$ cat src/rtl/alarm_display_controller.sv
// ---------------------------------------------------------------------------
// alarm_display_controller
//
// Purpose:
//   Mode sequencer for an alarm clock. Debounced button levels are edge
//   detected and drive a six-state mode machine (TIME, ALARM and four
//   setting states). The block selects the time or alarm display, issues
//   one-cycle increment strobes to the time and alarm hour/minute counters,
//   blinks the digits being set, freezes the seconds counter while the time
//   is being set, and returns to TIME after a period of inactivity.
//
// Optional feature:
//   AUTO_REPEAT_EN - when defined, holding Inc in a setting state produces
//   auto-repeat strobes (first after REPEAT_DELAY_CYCLES, then every
//   REPEAT_PERIOD_CYCLES). When undefined the repeat logic is not built.
//
// Ports:
//   i_Clk            system clock, rising edge
//   i_Rst_L          asynchronous active-low reset
//   i_Mode_Btn       debounced mode button level
//   i_Set_Btn        debounced set button level
//   i_Inc_Btn        debounced increment button level
//   i_Sec_Tick       one-cycle pulse once per second
//   o_Display_Sel    0 = time display, 1 = alarm display
//   o_Time_Hr_Inc    one-cycle strobe, time hours +1
//   o_Time_Min_Inc   one-cycle strobe, time minutes +1
//   o_Alarm_Hr_Inc   one-cycle strobe, alarm hours +1
//   o_Alarm_Min_Inc  one-cycle strobe, alarm minutes +1
//   o_Blank_Hr       blank hour digits (blink-off phase)
//   o_Blank_Min      blank minute digits (blink-off phase)
//   o_Clock_Hold     freeze seconds counter while setting time
// ---------------------------------------------------------------------------
module alarm_display_controller #(
  parameter int TIMEOUT_SEC          = 10,
  parameter int BLINK_HALF_CYCLES    = 12_500_000,
  parameter int REPEAT_DELAY_CYCLES  = 25_000_000,
  parameter int REPEAT_PERIOD_CYCLES = 5_000_000
) (
  input  logic i_Clk,
  input  logic i_Rst_L,
  input  logic i_Mode_Btn,
  input  logic i_Set_Btn,
  input  logic i_Inc_Btn,
  input  logic i_Sec_Tick,
  output logic o_Display_Sel,
  output logic o_Time_Hr_Inc,
  output logic o_Time_Min_Inc,
  output logic o_Alarm_Hr_Inc,
  output logic o_Alarm_Min_Inc,
  output logic o_Blank_Hr,
  output logic o_Blank_Min,
  output logic o_Clock_Hold
);

  // Elaboration-time parameter range checks.
  if (TIMEOUT_SEC < 1 || TIMEOUT_SEC > 255) begin : g_bad_timeout
    $error("TIMEOUT_SEC must be in 1..255");
  end
  if (BLINK_HALF_CYCLES < 2) begin : g_bad_blink
    $error("BLINK_HALF_CYCLES must be >= 2");
  end
  if (REPEAT_DELAY_CYCLES < 2 || REPEAT_PERIOD_CYCLES < 2) begin : g_bad_repeat
    $error("REPEAT_DELAY_CYCLES and REPEAT_PERIOD_CYCLES must be >= 2");
  end

  localparam int BLINK_W = $clog2(BLINK_HALF_CYCLES);

  typedef enum logic [2:0] {
    ST_TIME,
    ST_ALARM,
    ST_SET_T_HR,
    ST_SET_T_MIN,
    ST_SET_A_HR,
    ST_SET_A_MIN
  } state_t;

  state_t               state_q, state_d;
  logic [2:0]           btn_prev_q, btn_prev_d;
  logic [7:0]           tmo_q, tmo_d;
  logic [BLINK_W-1:0]   blink_cnt_q, blink_cnt_d;
  logic                 blink_off_q, blink_off_d;
  logic                 display_sel_q, display_sel_d;
  logic                 time_hr_inc_q, time_hr_inc_d;
  logic                 time_min_inc_q, time_min_inc_d;
  logic                 alarm_hr_inc_q, alarm_hr_inc_d;
  logic                 alarm_min_inc_q, alarm_min_inc_d;
  logic                 blank_hr_q, blank_hr_d;
  logic                 blank_min_q, blank_min_d;
  logic                 clock_hold_q, clock_hold_d;

  logic                 mode_press, set_press, inc_press;
  logic                 in_set, next_in_set;
  logic                 rpt_fire;
  logic                 activity;
  logic                 state_changed;
  logic                 strobe;
  state_t               btn_next;

`ifdef AUTO_REPEAT_EN
  localparam int RPT_MAX = (REPEAT_DELAY_CYCLES > REPEAT_PERIOD_CYCLES) ?
                           REPEAT_DELAY_CYCLES : REPEAT_PERIOD_CYCLES;
  localparam int RPT_W   = $clog2(RPT_MAX);

  // rpt_cnt counts down the cycles left until the next repeat strobe;
  // rpt_act marks that the current Inc hold started with a press in a
  // setting state, so a level merely held into a setting state never repeats.
  logic             rpt_act_q, rpt_act_d;
  logic [RPT_W-1:0] rpt_cnt_q, rpt_cnt_d;
`endif

  always_comb begin
    btn_prev_d = {i_Mode_Btn, i_Set_Btn, i_Inc_Btn};
    mode_press = i_Mode_Btn & ~btn_prev_q[2];
    set_press  = i_Set_Btn  & ~btn_prev_q[1];
    inc_press  = i_Inc_Btn  & ~btn_prev_q[0];

    in_set = (state_q == ST_SET_T_HR) || (state_q == ST_SET_T_MIN) ||
             (state_q == ST_SET_A_HR) || (state_q == ST_SET_A_MIN);

    // Button-driven transition; Set is tested first so it wins over Mode.
    btn_next = state_q;
    case (state_q)
      ST_TIME: begin
        if (set_press)       btn_next = ST_SET_T_HR;
        else if (mode_press) btn_next = ST_ALARM;
      end
      ST_ALARM: begin
        if (set_press)       btn_next = ST_SET_A_HR;
        else if (mode_press) btn_next = ST_TIME;
      end
      ST_SET_T_HR: begin
        if (set_press)       btn_next = ST_SET_T_MIN;
        else if (mode_press) btn_next = ST_TIME;
      end
      ST_SET_T_MIN: begin
        if (set_press)       btn_next = ST_TIME;
        else if (mode_press) btn_next = ST_TIME;
      end
      ST_SET_A_HR: begin
        if (set_press)       btn_next = ST_SET_A_MIN;
        else if (mode_press) btn_next = ST_TIME;
      end
      ST_SET_A_MIN: begin
        if (set_press)       btn_next = ST_ALARM;
        else if (mode_press) btn_next = ST_TIME;
      end
      default:               btn_next = ST_TIME;
    endcase

    // Repeat strobes only fire while the state is otherwise unchanged, which
    // keeps this term free of the timeout decision below.
    rpt_fire = 1'b0;
`ifdef AUTO_REPEAT_EN
    rpt_fire = rpt_act_q & i_Inc_Btn & in_set & (btn_next == state_q) &
               (rpt_cnt_q == '0);
`endif

    activity = mode_press | set_press | inc_press | rpt_fire;

    // Any activity in the terminal cycle suppresses the timeout.
    state_d = btn_next;
    if ((btn_next == state_q) && !activity && (state_q != ST_TIME) &&
        (tmo_q == 8'(TIMEOUT_SEC))) begin
      state_d = ST_TIME;
    end
    state_changed = (state_d != state_q);

    if ((state_q == ST_TIME) || activity || state_changed) begin
      tmo_d = 8'd0;
    end else if (i_Sec_Tick) begin
      tmo_d = tmo_q + 8'd1;
    end else begin
      tmo_d = tmo_q;
    end

`ifdef AUTO_REPEAT_EN
    rpt_act_d = rpt_act_q;
    rpt_cnt_d = rpt_cnt_q;
    if (state_changed || !i_Inc_Btn) begin
      rpt_act_d = 1'b0;
      rpt_cnt_d = '0;
    end else if (inc_press && in_set) begin
      rpt_act_d = 1'b1;
      rpt_cnt_d = RPT_W'(REPEAT_DELAY_CYCLES - 1);
    end else if (rpt_fire) begin
      rpt_cnt_d = RPT_W'(REPEAT_PERIOD_CYCLES - 1);
    end else if (rpt_act_q && (rpt_cnt_q != '0)) begin
      rpt_cnt_d = rpt_cnt_q - RPT_W'(1);
    end
`endif

    // Strobes always target the state the press was seen in.
    strobe          = (inc_press | rpt_fire) & in_set;
    time_hr_inc_d   = strobe & (state_q == ST_SET_T_HR);
    time_min_inc_d  = strobe & (state_q == ST_SET_T_MIN);
    alarm_hr_inc_d  = strobe & (state_q == ST_SET_A_HR);
    alarm_min_inc_d = strobe & (state_q == ST_SET_A_MIN);

    next_in_set = (state_d == ST_SET_T_HR) || (state_d == ST_SET_T_MIN) ||
                  (state_d == ST_SET_A_HR) || (state_d == ST_SET_A_MIN);

    // Blink restarts visible on entering a setting state and on every strobe
    // so the digit being changed is always shown right after a change.
    if (!next_in_set || state_changed || strobe) begin
      blink_cnt_d = '0;
      blink_off_d = 1'b0;
    end else if (blink_cnt_q == BLINK_W'(BLINK_HALF_CYCLES - 1)) begin
      blink_cnt_d = '0;
      blink_off_d = ~blink_off_q;
    end else begin
      blink_cnt_d = blink_cnt_q + BLINK_W'(1);
      blink_off_d = blink_off_q;
    end

    display_sel_d = (state_d == ST_ALARM) || (state_d == ST_SET_A_HR) ||
                    (state_d == ST_SET_A_MIN);
    clock_hold_d  = (state_d == ST_SET_T_HR) || (state_d == ST_SET_T_MIN);
    blank_hr_d    = ((state_d == ST_SET_T_HR) || (state_d == ST_SET_A_HR)) &
                    blink_off_d;
    blank_min_d   = ((state_d == ST_SET_T_MIN) || (state_d == ST_SET_A_MIN)) &
                    blink_off_d;
  end

  // Button history resets high so a button held through reset is not a press.
  always_ff @(posedge i_Clk or negedge i_Rst_L) begin
    if (!i_Rst_L) begin
      state_q         <= ST_TIME;
      btn_prev_q      <= 3'b111;
      tmo_q           <= 8'd0;
      blink_cnt_q     <= '0;
      blink_off_q     <= 1'b0;
      display_sel_q   <= 1'b0;
      time_hr_inc_q   <= 1'b0;
      time_min_inc_q  <= 1'b0;
      alarm_hr_inc_q  <= 1'b0;
      alarm_min_inc_q <= 1'b0;
      blank_hr_q      <= 1'b0;
      blank_min_q     <= 1'b0;
      clock_hold_q    <= 1'b0;
`ifdef AUTO_REPEAT_EN
      rpt_act_q       <= 1'b0;
      rpt_cnt_q       <= '0;
`endif
    end else begin
      state_q         <= state_d;
      btn_prev_q      <= btn_prev_d;
      tmo_q           <= tmo_d;
      blink_cnt_q     <= blink_cnt_d;
      blink_off_q     <= blink_off_d;
      display_sel_q   <= display_sel_d;
      time_hr_inc_q   <= time_hr_inc_d;
      time_min_inc_q  <= time_min_inc_d;
      alarm_hr_inc_q  <= alarm_hr_inc_d;
      alarm_min_inc_q <= alarm_min_inc_d;
      blank_hr_q      <= blank_hr_d;
      blank_min_q     <= blank_min_d;
      clock_hold_q    <= clock_hold_d;
`ifdef AUTO_REPEAT_EN
      rpt_act_q       <= rpt_act_d;
      rpt_cnt_q       <= rpt_cnt_d;
`endif
    end
  end

  assign o_Display_Sel   = display_sel_q;
  assign o_Time_Hr_Inc   = time_hr_inc_q;
  assign o_Time_Min_Inc  = time_min_inc_q;
  assign o_Alarm_Hr_Inc  = alarm_hr_inc_q;
  assign o_Alarm_Min_Inc = alarm_min_inc_q;
  assign o_Blank_Hr      = blank_hr_q;
  assign o_Blank_Min     = blank_min_q;
  assign o_Clock_Hold    = clock_hold_q;

endmodule

$ cat config.mk
export PLATFORM = sky130hd
export DESIGN_NAME = alarm_display_controller
export DESIGN_NICKNAME = d
export VERILOG_FILES = /design/src/rtl/alarm_display_controller.sv
export SDC_FILE = /design/constraint.sdc
export NUM_CORES = 1
export LEC_CHECK = 0
export ABC_AREA = 1
export CORE_MARGIN = 5
export CORE_UTILIZATION = 33
export DETAILED_ROUTE_END_ITERATION = 8
export PLACE_DENSITY = 0.57
export SYNTH_ARGS = -nofsm -noshare
export SYNTH_HDL_FRONTEND = slang
export SYNTH_SLANG_ARGS = --single-unit
$ cat constraint.sdc
create_clock -name i_Clk -period 2 [get_ports i_Clk]
set_input_delay 0.6 -clock i_Clk [delete_from_list [all_inputs] [get_ports i_Clk]]
set_output_delay 0.6 -clock i_Clk [all_outputs]
set_load 0.05 [all_outputs]
==> Flow_metrics.wiki <==
{| class="wikitable"
! Metric !! Value
|-
| Result of the run || finished, final reports clean
|-
| Power per standard cell area || 917 nW/um^2
|-
| Cell type contributing the most total cell area after synthesis || sky130_fd_sc_hd__dfrtp_1
|-
| Async SR Flop Fraction || 1.00
|-
| Gr usage total || 0.135
|-
| Routed WL || 6000 microns
|-
| Clock-pin slew on the worst setup and hold paths || 0.09 ns
|-
| Post-synthesis net count || 337
|-
| Die outline height || 97.3 microns
|-
| Die W || 97.3 microns
|-
| Number of cell rows || 31
|-
| Biggest area contributors in the synthesized netlist || sky130_fd_sc_hd__dfrtp_1, sky130_fd_sc_hd__nand2_1, sky130_fd_sc_hd__nor2_1
|-
| Clock latency at the later pin of the worst-skew pair || 0.30 ns
|-
| Iter 0 DRT Violations || 114
|-
| Seq/Total Area, Yosys || 0.470
|-
| IO buf count || 13
|-
| Min-Delay Path Class || in -> async
|-
| Worst slack after detailed placement || -0.461 ns
|-
| Routed Antenna Nets || 0
|-
| Kind of start point of the critical path || input port
|-
| Minimum period implied by the final worst setup slack || 1.93 ns
|-
| Worst-case hold slack || 0.267 ns
|-
| First drt pass iteration count || 4
|-
| Starting density of the core || 0.343
|-
| HPWL reported at the end of detailed placement || 4050 microns
|-
| Kind of capture point of the worst setup path || register
|-
| Required @ worst endpoint || 2.24 ns
|-
| Most common cell on crit path || sky130_fd_sc_hd__nand2_1
|-
| Post-layout nets || 380
|-
| Final Power || 0.00296 W
|-
| Number of synthesized flops with an enable pin || 0
|-
| Largest clock skew in the final design || 0.00481 ns
|-
| Highest Clock Rate || 518 MHz
|-
| Headroom to the max-slew limit || 0.745
|-
| Number of buffers inserted during clock tree synthesis || 5
|-
| Number of storage elements in the synthesis netlist || 47
|-
| Mapped Cells || 328
|-
| Fillers || 710
|-
| Share of final-layout standard cells stronger than drive strength 1 || 0.239
|-
| Final Cycle Share || 0.965
|-
| Reg-to-reg startpoint || btn_prev_q[1]
|-
| Quantity of hold-fixing buffers added after cts || 0
|-
| Syn Area/Cell || 7.66 sq um
|-
| Worst slew pin tran || 0.379 ns
|-
| Routability-driven placement congestion ratio || 0.948
|-
| Largest stage delay on the critical path || 0.28 ns
|-
| Worst Path Arrival || 2.17 ns
|-
| Number of levels in the clock H-tree || 2
|-
| First-pass GRT wire length || 10,500 microns
|-
| Number of inserted diodes || 0
|-
| Post-detailed-route DRC marker count || 0
|-
| Clock sink count || 47
|-
| Ordered cell list for the critical path || clkdlybuf4s15_1 > buf_4 > nand3_1 > nand2_1 > nand2_1 > nand2_1 > inv_1 > nand2_2 > nand2_2 > nand3_2 > nor2_4 > buf_6 > nand2_4 > bufbuf_16 > nor2_1
|-
| Worst reg2reg path endpoint || blink_cnt_q[2]
|-
| Top-level I/O count || 14
|-
| Max-slew violation count || 0
|-
| Synthesis Warnings || 0
|-
| Largest net degree at the start of global routing || 48
|-
| Growth of design area from synthesis to finish || 28.6%
|-
| Via density per instance || 4.74
|-
| Top flip-flop cell by instance count after synthesis || sky130_fd_sc_hd__dfrtp_1
|-
| Number of setup violations in the final report || 0
|-
| Overflow left after global routing || 0
|-
| Peak VDD IR || 0.508 mV
|-
| Core region area || 7330 sq um
|-
| Die area || 9460 sq um
|-
| Crit path max-delay cell type || sky130_fd_sc_hd__bufbuf_16
|-
| Number of antenna violations at the first check in global routing || 0
|-
| Final Worst Setup Slack || 0.0694 ns
|-
| Number of global-route vias before repair || 2,261
|-
| Count of cells along the worst register-to-register path || 11
|-
| Worst reg-to-reg setup slack || 0.08 ns
|-
| Maximum fanout along the worst path || 5
|-
| Total leakage power || 1.46 nW
|-
| Average wire length per cell after detail routing || 12.7 microns
|-
| Count of unique library cells instantiated by Yosys || 27
|-
| Final number of hold-violating endpoints || 0
|-
| Total vias in the final route || 2,234
|-
| Max capacitance violation total || 0
|-
| Class of the most critical setup path || in -> reg
|-
| Portion of synthesized cell area occupied by the leading cell type || 0.438
|-
| CTS tree || done
|-
| Post-synthesis instance area || 2510 sq um
|-
| Maximum clock path buffer count || 2
|-
| Share of the core filled with cells || 0.441
|-
| Clock tree root buffer cell || sky130_fd_sc_hd__clkbuf_8
|}
==> critical path, delay by kind of cell <==
family / cells / cell delay [ns]
buffers and inverters: 5 / 0.82
AND/OR/NAND/NOR: 10 / 0.73
==> metrics by stage <==
stage	cell area (sq um)	TNS, ns	instances
after floorplan	2510	0	328
after global placement	2880	-11.76	454
after detailed placement	2880	-13.84	454
after CTS	3110	0	467
after global routing	3230	-0.129	471
final	3230	0	471
==> how the worst max path moves through the flow <==
stage                   from               to  slack [ns]
6_report           i_Set_Btn   blink_cnt_q[2]        0.07
5_1_grt        btn_prev_q[0]   blink_cnt_q[9]       -0.03
4_1_cts        btn_prev_q[1]   blink_cnt_q[2]        0.04
3_5_place_dp       i_Set_Btn         tmo_q[3]       -0.46
3_3_place_gp       i_Set_Btn         tmo_q[4]       -0.39
2_1_floorplan      i_Set_Btn  blink_cnt_q[11]        0.16
==> power by group <==
group / internal [W] / switching [W]
Sequential: 0.00102 / 0.0000796
Clock: 0.000280 / 0.000325
Combinational: 0.000589 / 0.000671
==> state kept, by name (all words and copies together), names as in the netlist <==
name / cells
blink_off_q: 1
state_q: 3
o_Blank_Hr: 1
blink_cnt_q: 24
o_Time_Hr_Inc: 1
o_Blank_Min: 1
tmo_q: 8
o_Alarm_Hr_Inc: 1
o_Display_Sel: 1
o_Alarm_Min_Inc: 1
o_Clock_Hold: 1
o_Time_Min_Inc: 1
btn_prev_q: 3
==> cell usage in the layout (no fill, tap or decap), types with 2 or more instances in the layout <==
cell                            instances
sky130_fd_sc_hd__nand2_1               76
sky130_fd_sc_hd__nor2_1                53
sky130_fd_sc_hd__dfrtp_1               41
sky130_fd_sc_hd__inv_1                 40
sky130_fd_sc_hd__buf_4                 29
sky130_fd_sc_hd__nand3_1               16
sky130_fd_sc_hd__xor2_1                11
sky130_fd_sc_hd__nand4_1                8
sky130_fd_sc_hd__nor3_1                 8
sky130_fd_sc_hd__o21ai_0                8
sky130_fd_sc_hd__nor2_2                 7
sky130_fd_sc_hd__clkbuf_8               6
sky130_fd_sc_hd__nand2_4                5
sky130_fd_sc_hd__nand2_2                4
sky130_fd_sc_hd__a21oi_1                4
sky130_fd_sc_hd__nor4_1                 4
sky130_fd_sc_hd__nand3_2                3
sky130_fd_sc_hd__nor3_2                 3
sky130_fd_sc_hd__or2_2                  3
sky130_fd_sc_hd__xnor2_1                3
sky130_fd_sc_hd__dfstp_2                3
sky130_fd_sc_hd__buf_12                 3
sky130_fd_sc_hd__dfrtp_2                3
sky130_fd_sc_hd__inv_2                  2
sky130_fd_sc_hd__nor2_4                 2
sky130_fd_sc_hd__inv_4                  2
sky130_fd_sc_hd__nand3_4                2
sky130_fd_sc_hd__nand3b_1               2
sky130_fd_sc_hd__a31o_2                 2
sky130_fd_sc_hd__ha_1                   2
sky130_fd_sc_hd__dlygate4sd2_1          2
==> final cells by class <==
type / count / area [sq um] / area share
clock buffer: 7 / 86.3 / 0.0267
timing repair buffer: 40 / 392 / 0.121
clock inverter: 1 / 5.00 / 0.00155
multi-input combinational: 233 / 1270 / 0.393
sequential: 47 / 1180 / 0.366
tap: 99 / 124 / 0.0383
inverter: 44 / 170 / 0.0527
==> cell families after synthesis <==
family                   after synthesis  share of synthesized area
flip-flops                            47                      0.470
AO/OA/AOI/OAI                         17                     0.0383
adder cells (fa/ha/maj)                3                     0.0149
XOR/XNOR                              15                     0.0523
buffers and inverters                 48                     0.0807
AND/OR/NAND/NOR                      198                      0.344
==> synth_stat cells (all sizes together), types with 4 or more instances <==
| library cell | instances |
|---|---|
| xor2 | 12 |
| nor2 | 62 |
| nand4 | 8 |
| nor4 | 4 |
| nand2 | 85 |
| nor3 | 12 |
| o21ai | 8 |
| dfrtp | 44 |
| a21oi | 5 |
| inv | 44 |
| nand3 | 21 |
==> layer usage <==
layer	vias to the layer above	track usage	routed length, microns
met5	-	0	0
met4	0	0.0405	86
met3	10	0.0244	166
met2	35	0.223	2990
met1	1076	0.180	2750
li1	1113	-	-
==> what timing repair did <==
action	CTS	global route
gates cloned	2	0
resized for setup	20	27
pin swaps	8	9
buffers inserted	3	4
endpoints found under the setup margin	33	31
Power figures use the tool's default switching activity.
